--- src/rtl/pipe_ctrl_pkg.sv ---
// Shared constants for the pipeline control unit: stall vectors, exception
// codes, FSM encodings and the redirect-target decode.
package pipe_ctrl_pkg;

  localparam logic [5:0] STALL_NONE = 6'b000000;
  localparam logic [5:0] STALL_ID   = 6'b000111;
  localparam logic [5:0] STALL_EX   = 6'b001111;
  localparam logic [5:0] STALL_MEM  = 6'b011111;

  localparam logic [31:0] EXC_INT          = 32'h0000_0001;
  localparam logic [31:0] EXC_SYSCALL      = 32'h0000_0008;
  localparam logic [31:0] EXC_INST_INVALID = 32'h0000_000a;
  localparam logic [31:0] EXC_OV           = 32'h0000_000c;
  localparam logic [31:0] EXC_TRAP         = 32'h0000_000d;
  localparam logic [31:0] EXC_ERET         = 32'h0000_000e;

  typedef enum logic [1:0] {
    ST_RUN     = 2'd0,
    ST_STALL   = 2'd1,
    ST_FLUSH   = 2'd2,
    ST_TIMEOUT = 2'd3
  } ctrl_state_e;

  function automatic logic [31:0] exc_target(
    input logic [31:0] code,
    input logic [31:0] epc,
    input logic [31:0] int_vec,
    input logic [31:0] exc_vec
  );
    logic [31:0] target;
    case (code)
      EXC_INT:  target = int_vec;
      EXC_ERET: target = epc;
      EXC_SYSCALL, EXC_INST_INVALID, EXC_TRAP, EXC_OV: target = exc_vec;
      default:  target = exc_vec;
    endcase
    return target;
  endfunction

endpackage

--- src/rtl/pipe_ctrl_if.sv ---
// Request/exception inputs and stall/flush/status outputs of pipe_ctrl.
// The master side drives requests; the slave side is the control unit.
interface pipe_ctrl_if;
  logic        stallreq_from_id;
  logic        stallreq_from_ex;
  logic        stallreq_from_mem;
  logic [31:0] excepttype_i;
  logic [31:0] cp0_epc_i;
  logic        cnt_clr_i;
  logic [5:0]  stall;
  logic        flush;
  logic [31:0] new_pc;
  logic [1:0]  ctrl_state;
  logic [31:0] stall_cycles;
  logic [15:0] flush_count;
  logic        stall_timeout;

  modport master (
    output stallreq_from_id, stallreq_from_ex, stallreq_from_mem,
    output excepttype_i, cp0_epc_i, cnt_clr_i,
    input  stall, flush, new_pc, ctrl_state,
    input  stall_cycles, flush_count, stall_timeout
  );

  modport slave (
    input  stallreq_from_id, stallreq_from_ex, stallreq_from_mem,
    input  excepttype_i, cp0_epc_i, cnt_clr_i,
    output stall, flush, new_pc, ctrl_state,
    output stall_cycles, flush_count, stall_timeout
  );
endinterface

--- src/rtl/pipe_ctrl_cnt.sv ---
// Saturating event counters, stall run-length counter and the sticky
// watchdog flag for pipe_ctrl.
module pipe_ctrl_cnt #(
  parameter int unsigned TIMEOUT = 1024
) (
  input  logic        clk,
  input  logic        rst,
  input  logic        stall_act_i,
  input  logic        flush_i,
  input  logic        cnt_clr_i,
  input  logic        set_timeout_i,
  output logic [15:0] run_len_o,
  output logic [31:0] stall_cycles_o,
  output logic [15:0] flush_count_o,
  output logic        stall_timeout_o
);

  localparam logic [15:0] RUN_SAT = 16'(TIMEOUT);

  logic [15:0] run_len_q, run_len_d;
  logic [31:0] stall_cycles_q, stall_cycles_d;
  logic [15:0] flush_count_q, flush_count_d;
  logic        timeout_q, timeout_d;

  always_comb begin
    run_len_d = '0;
    if (stall_act_i && !flush_i)
      run_len_d = (run_len_q == RUN_SAT) ? run_len_q : run_len_q + 16'd1;

    stall_cycles_d = stall_cycles_q;
    if (stall_act_i && (stall_cycles_q != '1))
      stall_cycles_d = stall_cycles_q + 32'd1;

    flush_count_d = flush_count_q;
    if (flush_i && (flush_count_q != '1))
      flush_count_d = flush_count_q + 16'd1;

    timeout_d = timeout_q | set_timeout_i;

    // Clear wins over any same-cycle increment or watchdog set; the
    // run-length counter is deliberately left alone.
    if (cnt_clr_i) begin
      stall_cycles_d = '0;
      flush_count_d  = '0;
      timeout_d      = 1'b0;
    end
  end

  always_ff @(posedge clk or negedge rst) begin
    if (!rst) begin
      run_len_q      <= '0;
      stall_cycles_q <= '0;
      flush_count_q  <= '0;
      timeout_q      <= 1'b0;
    end else begin
      run_len_q      <= run_len_d;
      stall_cycles_q <= stall_cycles_d;
      flush_count_q  <= flush_count_d;
      timeout_q      <= timeout_d;
    end
  end

  assign run_len_o       = run_len_q;
  assign stall_cycles_o  = stall_cycles_q;
  assign flush_count_o   = flush_count_q;
  assign stall_timeout_o = timeout_q;

endmodule

--- src/rtl/pipe_ctrl.sv ---
// Pipeline control unit: stall arbitration, exception flush/redirect,
// state tracking and stall watchdog.
module pipe_ctrl
  import pipe_ctrl_pkg::*;
#(
  parameter int unsigned TIMEOUT = 1024,
  parameter logic [31:0] EXC_VEC = 32'h0000_0040,
  parameter logic [31:0] INT_VEC = 32'h0000_0020
) (
  input  logic        clk,
  input  logic        rst,
  pipe_ctrl_if.slave  bus
);

  localparam logic [15:0] RUN_LAST = 16'(TIMEOUT - 1);

  ctrl_state_e state_q, state_d;
  logic [5:0]  stall_c;
  logic        flush_c;
  logic [31:0] new_pc_c;
  logic [15:0] run_len;
  logic        enter_timeout;

  always_ff @(posedge clk or negedge rst) begin
    if (!rst) state_q <= ST_RUN;
    else      state_q <= state_d;
  end

  always_comb begin
    state_d = ST_RUN;
    if (flush_c)
      state_d = ST_FLUSH;
    else if ((stall_c != STALL_NONE) && (run_len == RUN_LAST))
      state_d = ST_TIMEOUT;
    else if (stall_c != STALL_NONE)
      state_d = (state_q == ST_TIMEOUT) ? ST_TIMEOUT : ST_STALL;
  end

  // Outputs are combinational so the pipeline registers see them at the
  // coming edge; an exception outranks every stall request.
  always_comb begin
    stall_c  = STALL_NONE;
    flush_c  = 1'b0;
    new_pc_c = '0;
    if (rst) begin
      if (bus.excepttype_i != '0) begin
        flush_c  = 1'b1;
        new_pc_c = exc_target(bus.excepttype_i, bus.cp0_epc_i, INT_VEC, EXC_VEC);
      end else if (bus.stallreq_from_mem) begin
        stall_c = STALL_MEM;
      end else if (bus.stallreq_from_ex) begin
        stall_c = STALL_EX;
      end else if (bus.stallreq_from_id) begin
        stall_c = STALL_ID;
      end
    end
  end

  assign enter_timeout = (state_d == ST_TIMEOUT) && (state_q != ST_TIMEOUT);

  pipe_ctrl_cnt #(.TIMEOUT(TIMEOUT)) u_cnt (
    .clk            (clk),
    .rst            (rst),
    .stall_act_i    (stall_c != STALL_NONE),
    .flush_i        (flush_c),
    .cnt_clr_i      (bus.cnt_clr_i),
    .set_timeout_i  (enter_timeout),
    .run_len_o      (run_len),
    .stall_cycles_o (bus.stall_cycles),
    .flush_count_o  (bus.flush_count),
    .stall_timeout_o(bus.stall_timeout)
  );

  assign bus.stall      = stall_c;
  assign bus.flush      = flush_c;
  assign bus.new_pc     = new_pc_c;
  assign bus.ctrl_state = state_q;

endmodule
--- src/flat_wrapper.sv ---
// flat-port wrapper written by rule: the top's interface ports become plain ports
module pipe_ctrl_flat import pipe_ctrl_pkg::*;
#(
  parameter int unsigned TIMEOUT = 1024,
  parameter logic [31:0] EXC_VEC = 32'h0000_0040,
  parameter logic [31:0] INT_VEC = 32'h0000_0020
)
  (clk, rst, bus_stallreq_from_id, bus_stallreq_from_ex, bus_stallreq_from_mem, bus_excepttype_i, bus_cp0_epc_i, bus_cnt_clr_i, bus_stall, bus_flush, bus_new_pc, bus_ctrl_state, bus_stall_cycles, bus_flush_count, bus_stall_timeout);
  pipe_ctrl_if bus_i ();
  input  logic clk;
  input  logic rst;
  input wire logic [$bits(bus_i.stallreq_from_id)-1:0] bus_stallreq_from_id;
  input wire logic [$bits(bus_i.stallreq_from_ex)-1:0] bus_stallreq_from_ex;
  input wire logic [$bits(bus_i.stallreq_from_mem)-1:0] bus_stallreq_from_mem;
  input wire logic [$bits(bus_i.excepttype_i)-1:0] bus_excepttype_i;
  input wire logic [$bits(bus_i.cp0_epc_i)-1:0] bus_cp0_epc_i;
  input wire logic [$bits(bus_i.cnt_clr_i)-1:0] bus_cnt_clr_i;
  output wire logic [$bits(bus_i.stall)-1:0] bus_stall;
  output wire logic [$bits(bus_i.flush)-1:0] bus_flush;
  output wire logic [$bits(bus_i.new_pc)-1:0] bus_new_pc;
  output wire logic [$bits(bus_i.ctrl_state)-1:0] bus_ctrl_state;
  output wire logic [$bits(bus_i.stall_cycles)-1:0] bus_stall_cycles;
  output wire logic [$bits(bus_i.flush_count)-1:0] bus_flush_count;
  output wire logic [$bits(bus_i.stall_timeout)-1:0] bus_stall_timeout;
  assign bus_i.stallreq_from_id = bus_stallreq_from_id;
  assign bus_i.stallreq_from_ex = bus_stallreq_from_ex;
  assign bus_i.stallreq_from_mem = bus_stallreq_from_mem;
  assign bus_i.excepttype_i = bus_excepttype_i;
  assign bus_i.cp0_epc_i = bus_cp0_epc_i;
  assign bus_i.cnt_clr_i = bus_cnt_clr_i;
  assign bus_stall = bus_i.stall;
  assign bus_flush = bus_i.flush;
  assign bus_new_pc = bus_i.new_pc;
  assign bus_ctrl_state = bus_i.ctrl_state;
  assign bus_stall_cycles = bus_i.stall_cycles;
  assign bus_flush_count = bus_i.flush_count;
  assign bus_stall_timeout = bus_i.stall_timeout;
  pipe_ctrl #(.TIMEOUT(TIMEOUT), .EXC_VEC(EXC_VEC), .INT_VEC(INT_VEC)) u_core (.clk(clk), .rst(rst), .bus(bus_i));
endmodule
--- config.mk ---
export PLATFORM = sky130hd
export DESIGN_NAME = pipe_ctrl_flat
export DESIGN_NICKNAME = d
export VERILOG_FILES = /design/src/rtl/pipe_ctrl_pkg.sv /design/src/rtl/pipe_ctrl_if.sv /design/src/rtl/pipe_ctrl_cnt.sv /design/src/rtl/pipe_ctrl.sv /design/src/flat_wrapper.sv
export SDC_FILE = /design/constraint.sdc
export NUM_CORES = 1
export LEC_CHECK = 0
export CAP_MARGIN = 20
export CORE_AREA = 8 8 111 113
export CTS_CLUSTER_DIAMETER = 120
export CTS_CLUSTER_SIZE = 8
export DETAILED_ROUTE_END_ITERATION = 10
export DIE_AREA = 0 0 119 121
export PLACE_DENSITY = 0.76
export REMOVE_ABC_BUFFERS = 1
export SYNTH_ARGS = -nofsm -noshare
export SYNTH_HDL_FRONTEND = slang
export SYNTH_SLANG_ARGS = --single-unit
--- constraint.sdc ---
create_clock -name clk -period 2.4 [get_ports clk]
set_input_delay 0.6 -clock clk [delete_from_list [all_inputs] [get_ports clk]]
set_output_delay 0.6 -clock clk [all_outputs]
set_load 0.02 [all_outputs]
## Word-level counts from Yosys, hierarchy flattened

Cells that the tools add are included.

| cells by class | value |
|---|---|
| add/sub/neg operators | 3 |
| equal/unequal tests | 10 |
| mux-type cells | 21 |
| bitwise operators | 1 |
| reductions and logical operators | 10 |

Operators with widths:

| kind | count |
|---|---|
| 2-to-1 mux 32 bit | 4 |
| 2-to-1 mux 16 bit | 4 |
| one-hot mux 32 bit (2 select lines) | 1 |
| adder 16 x 1 -> 16 bit (second input constant) | 2 |
| adder 32 x 1 -> 32 bit (second input constant) | 1 |
| equality test 32 x 1 -> 1 bit (second input constant) | 1 |
| equality test 32 x 4 -> 1 bit (second input constant) | 1 |
| != test 32 bit (second input constant) | 1 |
| nonzero test 32 bit | 1 |
| 2-to-1 mux 6 bit | 4 |
| equality test 16 x 10 -> 1 bit (second input constant) | 1 |
| equality test 16 x 11 -> 1 bit (second input constant) | 1 |
| != test 16 bit (second input constant) | 1 |
| 2-to-1 mux 2 bit | 4 |
| nonzero test 6 bit | 1 |
| logical AND 1 bit | 5 |
| equality test 2 bit (second input constant) | 2 |
| != test 2 bit (second input constant) | 2 |
| nonzero test 2 bit | 2 |
| 2-to-1 mux 1 bit | 3 |
| 2-to-1 mux 3 bit | 1 |
| zero test 1 bit | 1 |
| OR 1 bit | 1 |

| storage, ports and cells | value |
|---|---|
| register bits | 67 |
| input bits | 70 |
| output and inout bits | 90 |
| logic and storage cells | 50 |

## Logic depth before layout (Yosys ltp)

| depth | value |
|---|---|
| word-level depth | 13 |
| mapped depth | 8 |
| gate-level depth less buffers | 6 |

## Cells and area by module

A second synthesis with hierarchy kept.

| second synthesis, totals | value |
|---|---|
| cell total of the unflattened synthesis | 452 |
| area total of the unflattened synthesis | 3981.3 µm² |

By module, submodules not included:

| module | times used | cells each | area an instance (µm²) | seq. area each (µm²) |
|---|---|---|---|---|
| pipe_ctrl_cnt | 1 | 374 | 3422.0 | 1626.6 |
| pipe_ctrl | 1 | 78 | 559.3 | 50.0 |

## Worst setup path before layout

Ideal clock, no wire load.

| path | value |
|---|---|
| kind | input -> output |
| start | input port bus_excepttype_i[6] |
| end | output port bus_new_pc[0] |
| arrival time | 1910 ps |
| data required time | 1800 ps |
| slack | -110 ps |
| cell stages on the path | 7 |
| path buffers | 2 |
| path through | nor4_1 > and4_1 > buf_2 > nand2_1 > nor2_1 > clkbuf_1 > and2_1 |

| on the way | value |
|---|---|
| longest elaborated chain between the ends | 4 |
| elaborated cells on any way between the ends | 6 |
| those cells by class | eq/ne: 2; mux: 3; reduce/logical: 1 |

Ends and longest elaborated chain:

| item | RTL line | RTL |
|---|---|---|
| from (decl) | flat_wrapper.sv:15 | `input wire logic [$bits(bus_i.excepttype_i)-1:0] bus_excepttype_i;` |
| equality test 32 x 4 -> 1 bit / equality test 32 x 1 -> 1 bit (equally long branches) | pipe_ctrl_pkg.sv:31 | `case (code)` |
| one-hot mux 32 bit (2 select lines) | pipe_ctrl_pkg.sv:31 |  |
| 2-to-1 mux 32 bit * | pipe_ctrl.sv:46 | `if (bus.excepttype_i != '0) begin` |
| 2-to-1 mux 32 bit * | pipe_ctrl.sv:45 | `if (rst) begin` |
| to (decl) | flat_wrapper.sv:20 | `output wire logic [$bits(bus_i.new_pc)-1:0] bus_new_pc;` |

Every way passes the cells marked *; elsewhere a longest branch is shown, timed or not.

## Final worst setup path

| path | value |
|---|---|
| start | input port bus_excepttype_i[4] |
| end | output port bus_new_pc[31] |

The elaborated chain is that of the path after synthesis.

==> flow_summary.json <==
{
  "cp-end-kind": "output pin",
  "area_growth_syn_to_layout_pct": 60.28,
  "synthTopCellsByCount": "dfrtp_1 (67), a21oi_1 (41), nor2_1 (37)",
  "clkLatencyLatePin_ns": 0.36,
  "p_leak_nw": 2.662,
  "initial_core_util_pct": 39.04,
  "root_buffer": "clkbuf_8",
  "seqCellArea_sq_um": 1677,
  "ys_ff_latch": 67,
  "die_w_um": 119,
  "finalCritPeriodShare_pct": 104.4,
  "cts_max_path_buffers": 2,
  "slew_violations": 0,
  "core_sq_um": 10600,
  "clock.fmax_mhz": 399.0,
  "syn_area_sq_um": 4139,
  "ys_types": 52,
  "synth.avg_cell_area_sq_um": 8.882,
  "setup_viol": 35,
  "routed_wl_um": 14330,
  "grt_pass1_vias": 4614,
  "worst_slack_ns": -0.1061,
  "diodes": 0,
  "clock_sinks": 67,
  "ys_top_cells_by_area": "dfrtp_1 (41%), or4_1 (6.2%), a21oi_1 (5.0%)",
  "min_path_type": "in2async",
  "critical_path_arrival_ns": 1.91,
  "rows": 38,
  "rsz0062_at_grt": "yes",
  "p_per_area_nw_per_um2": 356.1,
  "multi_input_area_sq_um": 2531,
  "synthCells": 466,
  "grt_usage_pct": 19.67,
  "ios": 160,
  "required_ns": 1.80,
  "drive_above_1_share_pct": 29.44,
  "maxSlewHeadroom_pct": 55.74,
  "fin_nets": 728,
  "grt_max_degree": 49,
  "tns_ns": -2.968,
  "h-tree-depth": 3,
  "skew_ns": 0.01268,
  "ys_warn_count": 0,
  "cts_hold_buffers": 0,
  "viasPerCell": 5.524,
  "grt_pass1_wl_um": 23160,
  "ant_nets": 0,
  "dieHeight_um": 121,
  "die_area_sq_um": 14400,
  "period_needed_ns": 2.506,
  "worstSetupPathType": "in2out",
  "cts_tree": "built",
  "violations": "setup timing",
  "path_max_fanout": 8,
  "async_flop_share_pct": 100.0,
  "place_congestion": 0.8097,
  "totalPowerFinal_mw": 2.362,
  "drv_cap": 0,
  "dr.pass1.iters": 4,
  "wl_per_cell_um": 17.93,
  "synth_top_cell_area_share_pct": 40.51,
  "yosysMostFrequentCell": "dfrtp_1",
  "io_buffer_count": 158,
  "status": "complete, but fails checks",
  "worstMarginPinSlew_ns": 0.6639,
  "synth_edf_count": 0,
  "clkTransAtPathRegs_ns": 0.08,
  "antenna_found_initial": 0,
  "startpoint_type": "input port",
  "synthFlopType": "dfrtp_1",
  "vdd_drop_max_mv": 0.3039,
  "vias": 4414,
  "synth-seq-area-share_pct": 40.51,
  "drt-initial-drc-count": 309,
  "hold_violations": 0,
  "drc": 0,
  "yosys.area.top_type": "dfrtp_1",
  "cts_buffers": 9,
  "gr-total-overflow": 0,
  "nFillCells": 887,
  "post-dp-hpwl_um": 10480
}
cells by family after synthesis:
| logic type | Yosys count | share of synthesized area (%) |
|---|---|---|
| multiplexers | 8 | 2.116 |
| buffers and inverters | 41 | 5.048 |
| XOR/XNOR | 14 | 2.963 |
| adder cells (fa/ha/maj) | 4 | 1.209 |
| other | 1 | 0.09060 |
| AND/OR/NAND/NOR | 238 | 33.68 |
| AO/OA/AOI/OAI | 93 | 14.39 |
| flip-flops | 67 | 40.51 |
timing repair:
action	4_1_cts	5_1_grt
gates cloned	3	0
endpoints found under the setup margin	67	41
buffers inserted	2	3
resized for setup	390	31
pin swaps	42	22
cell usage in the layout (no fill, tap or decap), types with 4 or more instances in the layout:
cell             instances
a21oi_1                 40
and2_4                  30
and3_1                   4
buf_2                   12
buf_4                   39
buf_6                   58
clkbuf_8                 9
clkdlybuf4s15_1          8
clkdlybuf4s50_1         86
dfrtp_1                 67
ha_1                     4
inv_1                   10
mux2_1                   6
nand2_1                 27
nand3_1                 23
nand4_1                 15
nor2_1                  35
nor2b_1                  5
nor3_1                   6
nor4_1                   8
nor4_4                   6
o21ai_0                  5
o21ai_1                  7
o31ai_1                 26
or3_1                   10
or4_1                   34
xnor2_1                  6
xor2_1                   8
final cells by class:
type / count / share of cell area, %
Multi-Input combinational cell: 358 / 38.16
Timing Repair Buffer: 206 / 30.18
Sequential cell: 67 / 25.27
Tap cell: 140 / 2.641
Clock buffer: 9 / 1.867
Clock inverter: 7 / 1.169
Inverter: 12 / 0.7167
power by group:
group	switching [mW]	internal (mW)
Combinational	0.116	0.137
Clock	0.485	0.486
Sequential	0.00488	1.13
metal layers:
| layer | global-route usage (%) | routed length (um) |
|---|---|---|
| met1 | 20.53 | 5320 |
| met2 | 35.86 | 7522 |
| met3 | 6.887 | 1287 |
| met4 | 7.036 | 196 |
| met5 | 0 | 0 |
registers in the layout, indices dropped and copies added, names as in the netlist:
signal                        flops
u_core.u_cnt.stall_cycles_o      32
u_core.bus.ctrl_state             2
u_core.u_cnt.flush_count_o       16
u_core.u_cnt.stall_timeout_o      1
u_core.u_cnt.run_len_o           16
final timing paths:
kind                                                  from                               to  slack (ns)  cells past startpoint
max reg2reg                u_core.u_cnt.stall_cycles_o[17]  u_core.u_cnt.stall_cycles_o[31]        0.19                      6
min                                                    rst    u_core.u_cnt.flush_count_o[0]        0.21                      2
min reg2reg                   u_core.u_cnt.stall_timeout_o     u_core.u_cnt.stall_timeout_o        0.53                      2
min in group clk              u_core.u_cnt.stall_timeout_o     u_core.u_cnt.stall_timeout_o        0.53                      2
max in group asynchronous                              rst        u_core.u_cnt.run_len_o[5]        1.19                      3
max                                    bus_excepttype_i[4]                   bus_new_pc[31]       -0.11                      8
critical path, cell delays in order:
cell and delay, ns:
buf_6 0.10, nor4_4 0.27, and4_4 0.28, nand2_4 0.06
nor2_4 0.18, buf_6 0.16, and2_4 0.15, buf_6 0.11
through the flow:
stage / cell area (sq um) / hold slack [ns] / util [%] / instances / worst slack, ns
floorplan: 3975 / 0.3044 / - / 437 / -0.5116
global route: 6634 / 0.2162 / 62.57 / 799 / -0.1462
global placement: 6055 / 0.5112 / 57.10 / 776 / -1.041
finish: 6634 / 0.2065 / 62.57 / 799 / -0.1061
CTS: 6456 / 0.1987 / 60.89 / 796 / -0.06723
detailed placement: 6055 / 0.5206 / 57.10 / 776 / -1.074
No activity file was read; power rests on OpenSTA's default activity.
